### config.mk
export PLATFORM = sky130hd
export DESIGN_NAME = id_ex_stage_flat
export DESIGN_NICKNAME = d
export VERILOG_FILES = /design/src/rtl/id_ex_stage_if.sv /design/src/rtl/id_ex_stage.sv /design/src/flat_wrapper.sv
export SDC_FILE = /design/constraint.sdc
export NUM_CORES = 1
export LEC_CHECK = 0
export ABC_AREA = 0
export CORE_MARGIN = 3
export CORE_UTILIZATION = 35
export CTS_CLUSTER_SIZE = 40
export DETAILED_ROUTE_END_ITERATION = 7
export GPL_TIMING_DRIVEN = 0
export PLACE_DENSITY = 0.74
export SYNTH_ARGS = -nofsm -noshare
export SYNTH_HDL_FRONTEND = slang
export SYNTH_SLANG_ARGS = --single-unit
export TNS_END_PERCENT = 1
### constraint.sdc
create_clock -name clk -period 1.95 [get_ports clk]
set_clock_uncertainty 0.2 [all_clocks]
set_input_delay 0.195 -clock clk [delete_from_list [all_inputs] [get_ports clk]]
set_output_delay 0.195 -clock clk [all_outputs]
set_load 0.01 [all_outputs]
### src/rtl/id_ex_stage_if.sv
// ID/EX bus: decoded ID operands, write-back bypass inputs and registered EX outputs.
// The slave modport is the stage's own view; the master modport belongs to the driver.
interface id_ex_stage_if #(
    parameter int WORD_SIZE    = 32,
    parameter int ADDRESS_SIZE = 5
);
    logic                    ValidD;
    logic [WORD_SIZE-1:0]    ReadData1;
    logic [WORD_SIZE-1:0]    ReadData2;
    logic [ADDRESS_SIZE-1:0] RsD;
    logic [ADDRESS_SIZE-1:0] RtD;
    logic [ADDRESS_SIZE-1:0] RdD;
    logic [WORD_SIZE-1:0]    ImmD;
    logic [WORD_SIZE-1:0]    PCPlus4D;
    logic [8:0]              CtrlD;
    logic                    WBRegWrite;
    logic [ADDRESS_SIZE-1:0] WBWriteReg;
    logic [WORD_SIZE-1:0]    WBWriteData;
    logic                    Flush;
    logic                    Stall;
    logic                    ValidE;
    logic [WORD_SIZE-1:0]    Op1E;
    logic [WORD_SIZE-1:0]    Op2E;
    logic [ADDRESS_SIZE-1:0] RsE;
    logic [ADDRESS_SIZE-1:0] RtE;
    logic [ADDRESS_SIZE-1:0] RdE;
    logic [WORD_SIZE-1:0]    ImmE;
    logic [WORD_SIZE-1:0]    PCPlus4E;
    logic [8:0]              CtrlE;

    modport slave (
        input  ValidD, ReadData1, ReadData2, RsD, RtD, RdD, ImmD, PCPlus4D, CtrlD,
        input  WBRegWrite, WBWriteReg, WBWriteData, Flush,
        output Stall, ValidE, Op1E, Op2E, RsE, RtE, RdE, ImmE, PCPlus4E, CtrlE
    );

    modport master (
        output ValidD, ReadData1, ReadData2, RsD, RtD, RdD, ImmD, PCPlus4D, CtrlD,
        output WBRegWrite, WBWriteReg, WBWriteData, Flush,
        input  Stall, ValidE, Op1E, Op2E, RsE, RtE, RdE, ImmE, PCPlus4E, CtrlE
    );
endinterface

### src/rtl/id_ex_stage.sv
// Decode-to-execute pipeline register with write-back bypass, load-use stall
// and branch flush. The control bundle is {RegWrite, MemToReg, MemWrite, MemRead, ALUSrc, RegDst, ALUControl[2:0]}.
module id_ex_stage #(
    parameter int WORD_SIZE    = 32,
    parameter int ADDRESS_SIZE = 5
) (
    input  logic          clk,
    input  logic          rst_n,
    id_ex_stage_if.slave  bus
);
    localparam int CTRL_MEMREAD = 5;

    logic                    valid_q, valid_d;
    logic [8:0]              ctrl_q, ctrl_d;
    logic [WORD_SIZE-1:0]    op_q   [2];
    logic [WORD_SIZE-1:0]    op_d   [2];
    logic [ADDRESS_SIZE-1:0] rs_q, rs_d, rt_q, rt_d, rd_q, rd_d;
    logic [WORD_SIZE-1:0]    imm_q, imm_d, pc4_q, pc4_d;

    logic [ADDRESS_SIZE-1:0] src_spec [2];
    logic [WORD_SIZE-1:0]    rf_data  [2];
    logic [WORD_SIZE-1:0]    byp_data [2];
    logic                    stall;

    assign src_spec[0] = bus.RsD;
    assign src_spec[1] = bus.RtD;
    assign rf_data[0]  = bus.ReadData1;
    assign rf_data[1]  = bus.ReadData2;

    // The register file writes on the edge, so a same-cycle read is stale; register 0 is never bypassed.
    genvar gi;
    generate
        for (gi = 0; gi < 2; gi++) begin : g_bypass
            assign byp_data[gi] = (bus.WBRegWrite && (bus.WBWriteReg != '0) &&
                                   (bus.WBWriteReg == src_spec[gi])) ? bus.WBWriteData
                                                                      : rf_data[gi];
        end
    endgenerate

    // Conservative: RtD is compared even when it is an I-type destination.
    assign stall = valid_q && ctrl_q[CTRL_MEMREAD] && bus.ValidD && (rt_q != '0) &&
                   ((rt_q == bus.RsD) || (rt_q == bus.RtD)) && !bus.Flush;

    always_comb begin
        valid_d = valid_q;
        ctrl_d  = ctrl_q;
        op_d[0] = op_q[0];
        op_d[1] = op_q[1];
        rs_d    = rs_q;
        rt_d    = rt_q;
        rd_d    = rd_q;
        imm_d   = imm_q;
        pc4_d   = pc4_q;
        if (bus.Flush || stall) begin
            // Bubble: only valid/control are cleared; data registers are don't-care.
            valid_d = 1'b0;
            ctrl_d  = '0;
        end else begin
            valid_d = bus.ValidD;
            ctrl_d  = bus.ValidD ? bus.CtrlD : 9'd0;
            op_d[0] = byp_data[0];
            op_d[1] = byp_data[1];
            rs_d    = bus.RsD;
            rt_d    = bus.RtD;
            rd_d    = bus.RdD;
            imm_d   = bus.ImmD;
            pc4_d   = bus.PCPlus4D;
        end
    end

    always_ff @(posedge clk or negedge rst_n) begin
        if (!rst_n) begin
            valid_q <= 1'b0;
            ctrl_q  <= '0;
            op_q[0] <= '0;
            op_q[1] <= '0;
            rs_q    <= '0;
            rt_q    <= '0;
            rd_q    <= '0;
            imm_q   <= '0;
            pc4_q   <= '0;
        end else begin
            valid_q <= valid_d;
            ctrl_q  <= ctrl_d;
            op_q[0] <= op_d[0];
            op_q[1] <= op_d[1];
            rs_q    <= rs_d;
            rt_q    <= rt_d;
            rd_q    <= rd_d;
            imm_q   <= imm_d;
            pc4_q   <= pc4_d;
        end
    end

    assign bus.Stall    = stall;
    assign bus.ValidE   = valid_q;
    assign bus.CtrlE    = ctrl_q;
    assign bus.Op1E     = op_q[0];
    assign bus.Op2E     = op_q[1];
    assign bus.RsE      = rs_q;
    assign bus.RtE      = rt_q;
    assign bus.RdE      = rd_q;
    assign bus.ImmE     = imm_q;
    assign bus.PCPlus4E = pc4_q;
endmodule

### src/flat_wrapper.sv
// flat-port wrapper written by rule: the top's interface ports become plain ports
module id_ex_stage_flat 
#(
    parameter int WORD_SIZE    = 32,
    parameter int ADDRESS_SIZE = 5
)
  (clk, rst_n, bus_ValidD, bus_ReadData1, bus_ReadData2, bus_RsD, bus_RtD, bus_RdD, bus_ImmD, bus_PCPlus4D, bus_CtrlD, bus_WBRegWrite, bus_WBWriteReg, bus_WBWriteData, bus_Flush, bus_Stall, bus_ValidE, bus_Op1E, bus_Op2E, bus_RsE, bus_RtE, bus_RdE, bus_ImmE, bus_PCPlus4E, bus_CtrlE);
  id_ex_stage_if #(.WORD_SIZE(WORD_SIZE), .ADDRESS_SIZE(ADDRESS_SIZE)) bus_i ();
  input  logic clk;
  input  logic rst_n;
  input wire logic [$bits(bus_i.ValidD)-1:0] bus_ValidD;
  input wire logic [$bits(bus_i.ReadData1)-1:0] bus_ReadData1;
  input wire logic [$bits(bus_i.ReadData2)-1:0] bus_ReadData2;
  input wire logic [$bits(bus_i.RsD)-1:0] bus_RsD;
  input wire logic [$bits(bus_i.RtD)-1:0] bus_RtD;
  input wire logic [$bits(bus_i.RdD)-1:0] bus_RdD;
  input wire logic [$bits(bus_i.ImmD)-1:0] bus_ImmD;
  input wire logic [$bits(bus_i.PCPlus4D)-1:0] bus_PCPlus4D;
  input wire logic [$bits(bus_i.CtrlD)-1:0] bus_CtrlD;
  input wire logic [$bits(bus_i.WBRegWrite)-1:0] bus_WBRegWrite;
  input wire logic [$bits(bus_i.WBWriteReg)-1:0] bus_WBWriteReg;
  input wire logic [$bits(bus_i.WBWriteData)-1:0] bus_WBWriteData;
  input wire logic [$bits(bus_i.Flush)-1:0] bus_Flush;
  output wire logic [$bits(bus_i.Stall)-1:0] bus_Stall;
  output wire logic [$bits(bus_i.ValidE)-1:0] bus_ValidE;
  output wire logic [$bits(bus_i.Op1E)-1:0] bus_Op1E;
  output wire logic [$bits(bus_i.Op2E)-1:0] bus_Op2E;
  output wire logic [$bits(bus_i.RsE)-1:0] bus_RsE;
  output wire logic [$bits(bus_i.RtE)-1:0] bus_RtE;
  output wire logic [$bits(bus_i.RdE)-1:0] bus_RdE;
  output wire logic [$bits(bus_i.ImmE)-1:0] bus_ImmE;
  output wire logic [$bits(bus_i.PCPlus4E)-1:0] bus_PCPlus4E;
  output wire logic [$bits(bus_i.CtrlE)-1:0] bus_CtrlE;
  assign bus_i.ValidD = bus_ValidD;
  assign bus_i.ReadData1 = bus_ReadData1;
  assign bus_i.ReadData2 = bus_ReadData2;
  assign bus_i.RsD = bus_RsD;
  assign bus_i.RtD = bus_RtD;
  assign bus_i.RdD = bus_RdD;
  assign bus_i.ImmD = bus_ImmD;
  assign bus_i.PCPlus4D = bus_PCPlus4D;
  assign bus_i.CtrlD = bus_CtrlD;
  assign bus_i.WBRegWrite = bus_WBRegWrite;
  assign bus_i.WBWriteReg = bus_WBWriteReg;
  assign bus_i.WBWriteData = bus_WBWriteData;
  assign bus_i.Flush = bus_Flush;
  assign bus_Stall = bus_i.Stall;
  assign bus_ValidE = bus_i.ValidE;
  assign bus_Op1E = bus_i.Op1E;
  assign bus_Op2E = bus_i.Op2E;
  assign bus_RsE = bus_i.RsE;
  assign bus_RtE = bus_i.RtE;
  assign bus_RdE = bus_i.RdE;
  assign bus_ImmE = bus_i.ImmE;
  assign bus_PCPlus4E = bus_i.PCPlus4E;
  assign bus_CtrlE = bus_i.CtrlE;
  id_ex_stage #(.WORD_SIZE(WORD_SIZE), .ADDRESS_SIZE(ADDRESS_SIZE)) u_core (.clk(clk), .rst_n(rst_n), .bus(bus_i));
endmodule
==> qor.csv <==
stage;metric;value;unit
run_status;run_status;finished, violations left;
run_status;violations;negative setup slack;
global_route;grtUsageMet1;0.221;
die;die_w;148;um
hold_path;hold_depth;2;
die;die_height;148;um
route;postRouteWirelength;21.4;mm
global_route;global_route.peak_usage_layer;met2;
finish;num-fill-cells;1508;
placed_design;post-place-ws;-942;ps
global_route;largest_net_degree_at_the_start_of_global_routing;84;
cts;clk_lat_worst_skew;420;ps
worst_setup_path;crit_path_end_kind;flop;
finish;layout-area-overhead-vs-synth;68.2;%
synth;synthDistinctLibCells;20;
power;cellPowerDensity;772;mW/mm2
finish;finalInstanceArea;0.0118;mm2
placed_design;dpl.hpwl;16.3;mm
worst_setup_path;critical_path.cell_chain;nor3_2, a21oi_2, a21oi_4, buf_12, clkbuf_16, buf_12, mux2_2;
hold_path;holdCritPathClass;in2reg;
timing;rsz_0062_raised_after_global_routing;true;
finish;final_layout_size_suffix_gt1_frac;0.362;
synth;yosysTopAreaCellShare;0.545;
route;post-route-drc-count;0;
synth;synth.top_cells.by_area;sky130_fd_sc_hd__dfrtp_1, sky130_fd_sc_hd__mux2_4, sky130_fd_sc_hd__mux2_2;
worst_setup_path;criticalPathCategory;reg2reg;
timing;finalSetupTns;-16200;ps
worst_setup_path;worstSetupStartpointType;flop;
global_route;antenna_violations_before_repair;1;
global_route;global_route_wire_length_before_repair;32.4;mm
global_route;first_global_vias;5585;
placed_design;portBuffers;347;
worst_setup_path;required_arrival_time_at_the_worst_endpoint;2050;ps
cts;ctsHtreeMaxLevel;4;
synth;ys_warn_count;0;
cts;cts.reportedPaths.clkPinSlew;70;ps
worst_setup_path;reg2reg_to;u_core.bus.ImmE[1];
synth;syn-instance-count;431;
timing;max_slew.worst_pin.slew;682;ps
timing;fin_crit;2140;ps
synth;sequential_cell_area_fraction_in_the_yosys_report;0.545;
cts;clock_tree.buffer_depth;2;
worst_setup_path;timing.reg2reg.worst_path_depth;7;
power;leakagePower;0.00496;uW
route;drt-wirelength-per-cell;19.7;um
power;ir_drop;0.563;mV
timing;setup_viol;144;
cts;cts-root-buf;sky130_fd_sc_hd__clkbuf_16;
timing;maxSlewHeadroom;0.545;
route;drt_pre_antenna_iters;4;
timing;maxSlewViolCount;0;
timing;fmax;466;MHz
die;floorplan.core_area;0.0196;mm2
synth;syn-num-nets;625;
global_route;gr-usage-met3;0.0589;
die;initial_standard_cell_utilization_of_the_core;0.359;
route;route.detailed.vias_per_inst;4.65;
worst_setup_path;worstPathMaxFanout;10;
cts;total_clock_sinks;153;
worst_setup_path;crit_slowest_cell;sky130_fd_sc_hd__dfrtp_2;
worst_setup_path;slack_of_the_worst_reg_to_reg_path;-190;ps
global_route;grtUsageTotal;0.192;
finish;multi_input_area;0.00315;mm2
die;die_area;0.0218;mm2
hold_path;terminating_pin_of_the_worst_hold_path;u_core.bus.RsE[2];
global_route;grt.overflow.total;0;
timing;fin_ws;-194;ps
synth;summed_instance_area_of_the_synthesized_netlist;0.00703;mm2
timing;min_period_over_period;1.10;
worst_setup_path;crit_path_frequent_cell;sky130_fd_sc_hd__buf_12;
route;via_count_of_the_routed_design;5051;
synth;ys_seq_elements;153;
placed_design;place.gp.congestion;0.793;
die;fp-row-count;51;
worst_setup_path;critPathMaxStageDelay;470;ps
synth;yosysTopAreaCell;sky130_fd_sc_hd__dfrtp_1;
die;pin_count;348;
cts;clock_tree_from_tritoncts;done;
finish;nets;1001;
synth;mean_syn_cell_area;16.3;um2
placed_design;detailed_place.area;0.0109;mm2
timing;hold_viol_final;0;
worst_setup_path;worstReg2RegStart;u_core.bus.RtE[1];
hold_path;min-delay-start;bus_RsD[2];
route;detail-route-antenna-nets;0;
job;timing.max_cap.violations;0;
cts;numCtsBuffers;17;
worst_setup_path;worst-endpoint-arrival;2250;ps
route;first_iter_violations;146;
finish;regArea;0.00383;mm2
global_route;grt.met2_usage;0.338;
[sequential cells by signal, indices dropped and copies added (netlist names)]
name,flops
u_core.bus.ValidE,1
u_core.bus.PCPlus4E,32
u_core.bus.RsE,5
u_core.bus.Op1E,32
u_core.bus.Op2E,32
u_core.bus.ImmE,32
u_core.bus.CtrlE,9
u_core.bus.RtE,5
u_core.bus.RdE,5
[per-stage QoR]
| step | power [uW] | cells | hold slack [ps] | utilization |
|---|---|---|---|---|
| 2_1_floorplan | 4500 | 431 | -301 | - |
| 3_3_place_gp | 5750 | 1043 | 290 | 0.554 |
| 3_5_place_dp | 5810 | 1044 | 51.7 | 0.555 |
| 4_1_cts | 9190 | 1084 | 18.3 | 0.597 |
| 5_1_grt | 9490 | 1086 | 66.4 | 0.603 |
| 6_report | 9120 | 1086 | 80.4 | 0.603 |
[final cells by class]
class                   count  share of cell area
flip-flops and latches    153               0.324
repair buffers            357               0.304
multi-input cells         257               0.266
clock buffers              18              0.0363
well taps                 265              0.0281
plain buffers              21              0.0274
clock inverters            14              0.0131
diodes                      1            0.000212
[cell families after synthesis]
kind of cell | after synthesis | synth area share
flops | 153 | 0.545
mux | 207 | 0.380
buf+inv | 21 | 0.0228
compound gates | 5 | 0.00534
simple gates | 25 | 0.0224
xor+xnor | 20 | 0.0249
[repair_timing]
action | in CTS | in global routing
buffers inserted | 7 | 0
hold endpoints to repair | 70 | 0
resized for setup | 67 | 19
cloned | 0 | 1
hold buffers | 1 | 0
pin swaps | 7 | 3
setup endpoints to repair | 144 | 150
[cell usage after synthesis (all sizes together)]
master  instances
or4             1
nand2b          1
xnor2          18
nor3            2
o22ai           1
mux2          207
and2            9
xor2            2
o21ai           1
dfrtp         153
nor4            1
buf            21
nand3           5
nand2           4
nor2            2
a21oi           3
[critical path: cells and delay by family (launching register included)]
family	cells	cell delay (ps)
multiplexers	1	340
buffers and inverters	3	460
flip-flops	1	470
AND/OR/NAND/NOR	1	240
AO/OA/AOI/OAI	2	300
[power by group]
part / total (uW) / leakage [uW] / switching, uW / internal [uW]
combinational: 2140 / 0.00288 / 737 / 1410
clock: 3290 / 0.000277 / 1480 / 1810
sequential: 3690 / 0.00180 / 193 / 3490
[how the worst max path moves through the flow]
stage / start / slack [ps] / end
2_1_floorplan: bus_WBWriteReg[4] / -70 / u_core.bus.Op1E[22]
3_3_place_gp: rst_n / -6120 / u_core.bus.RtE[1]
3_5_place_dp: bus_RtD[4] / -940 / u_core.bus.Op2E[23]
4_1_cts: u_core.bus.RtE[1] / -180 / bus_Stall
5_1_grt: u_core.bus.RtE[1] / -300 / bus_Stall
6_report: u_core.bus.RtE[1] / -190 / u_core.bus.ImmE[1]
[routing by layer]
layer  routed length [um]  up-vias
met1                 8310     2502
li1                     -     2303
met2                11000      207
met4                  606        0
met3                 1410       39
met5                    0        -
[placed cells by master, fill, tap and decap left out, types with 2 or more instances in the layout]
cell type	Yosys	layout
sky130_fd_sc_hd__and2_1	9	9
sky130_fd_sc_hd__buf_12	0	9
sky130_fd_sc_hd__buf_2	8	3
sky130_fd_sc_hd__buf_4	7	5
sky130_fd_sc_hd__buf_6	6	9
sky130_fd_sc_hd__buf_8	0	7
sky130_fd_sc_hd__clkbuf_16	0	18
sky130_fd_sc_hd__clkdlybuf4s50_1	0	332
sky130_fd_sc_hd__clkinv_4	0	2
sky130_fd_sc_hd__clkinvlp_4	0	3
sky130_fd_sc_hd__dfrtp_1	153	148
sky130_fd_sc_hd__dfrtp_2	0	5
sky130_fd_sc_hd__dlygate4sd2_1	0	8
sky130_fd_sc_hd__inv_6	0	4
sky130_fd_sc_hd__inv_8	0	3
sky130_fd_sc_hd__mux2_2	117	117
sky130_fd_sc_hd__mux2_4	90	90
sky130_fd_sc_hd__nand2_1	4	2
sky130_fd_sc_hd__nand2_2	0	2
sky130_fd_sc_hd__nand3_1	5	4
sky130_fd_sc_hd__nor2_1	2	2
sky130_fd_sc_hd__xnor2_1	18	10
sky130_fd_sc_hd__xnor2_2	0	8
sky130_fd_sc_hd__xor2_1	2	2
(Power assumes the default switching activity.)
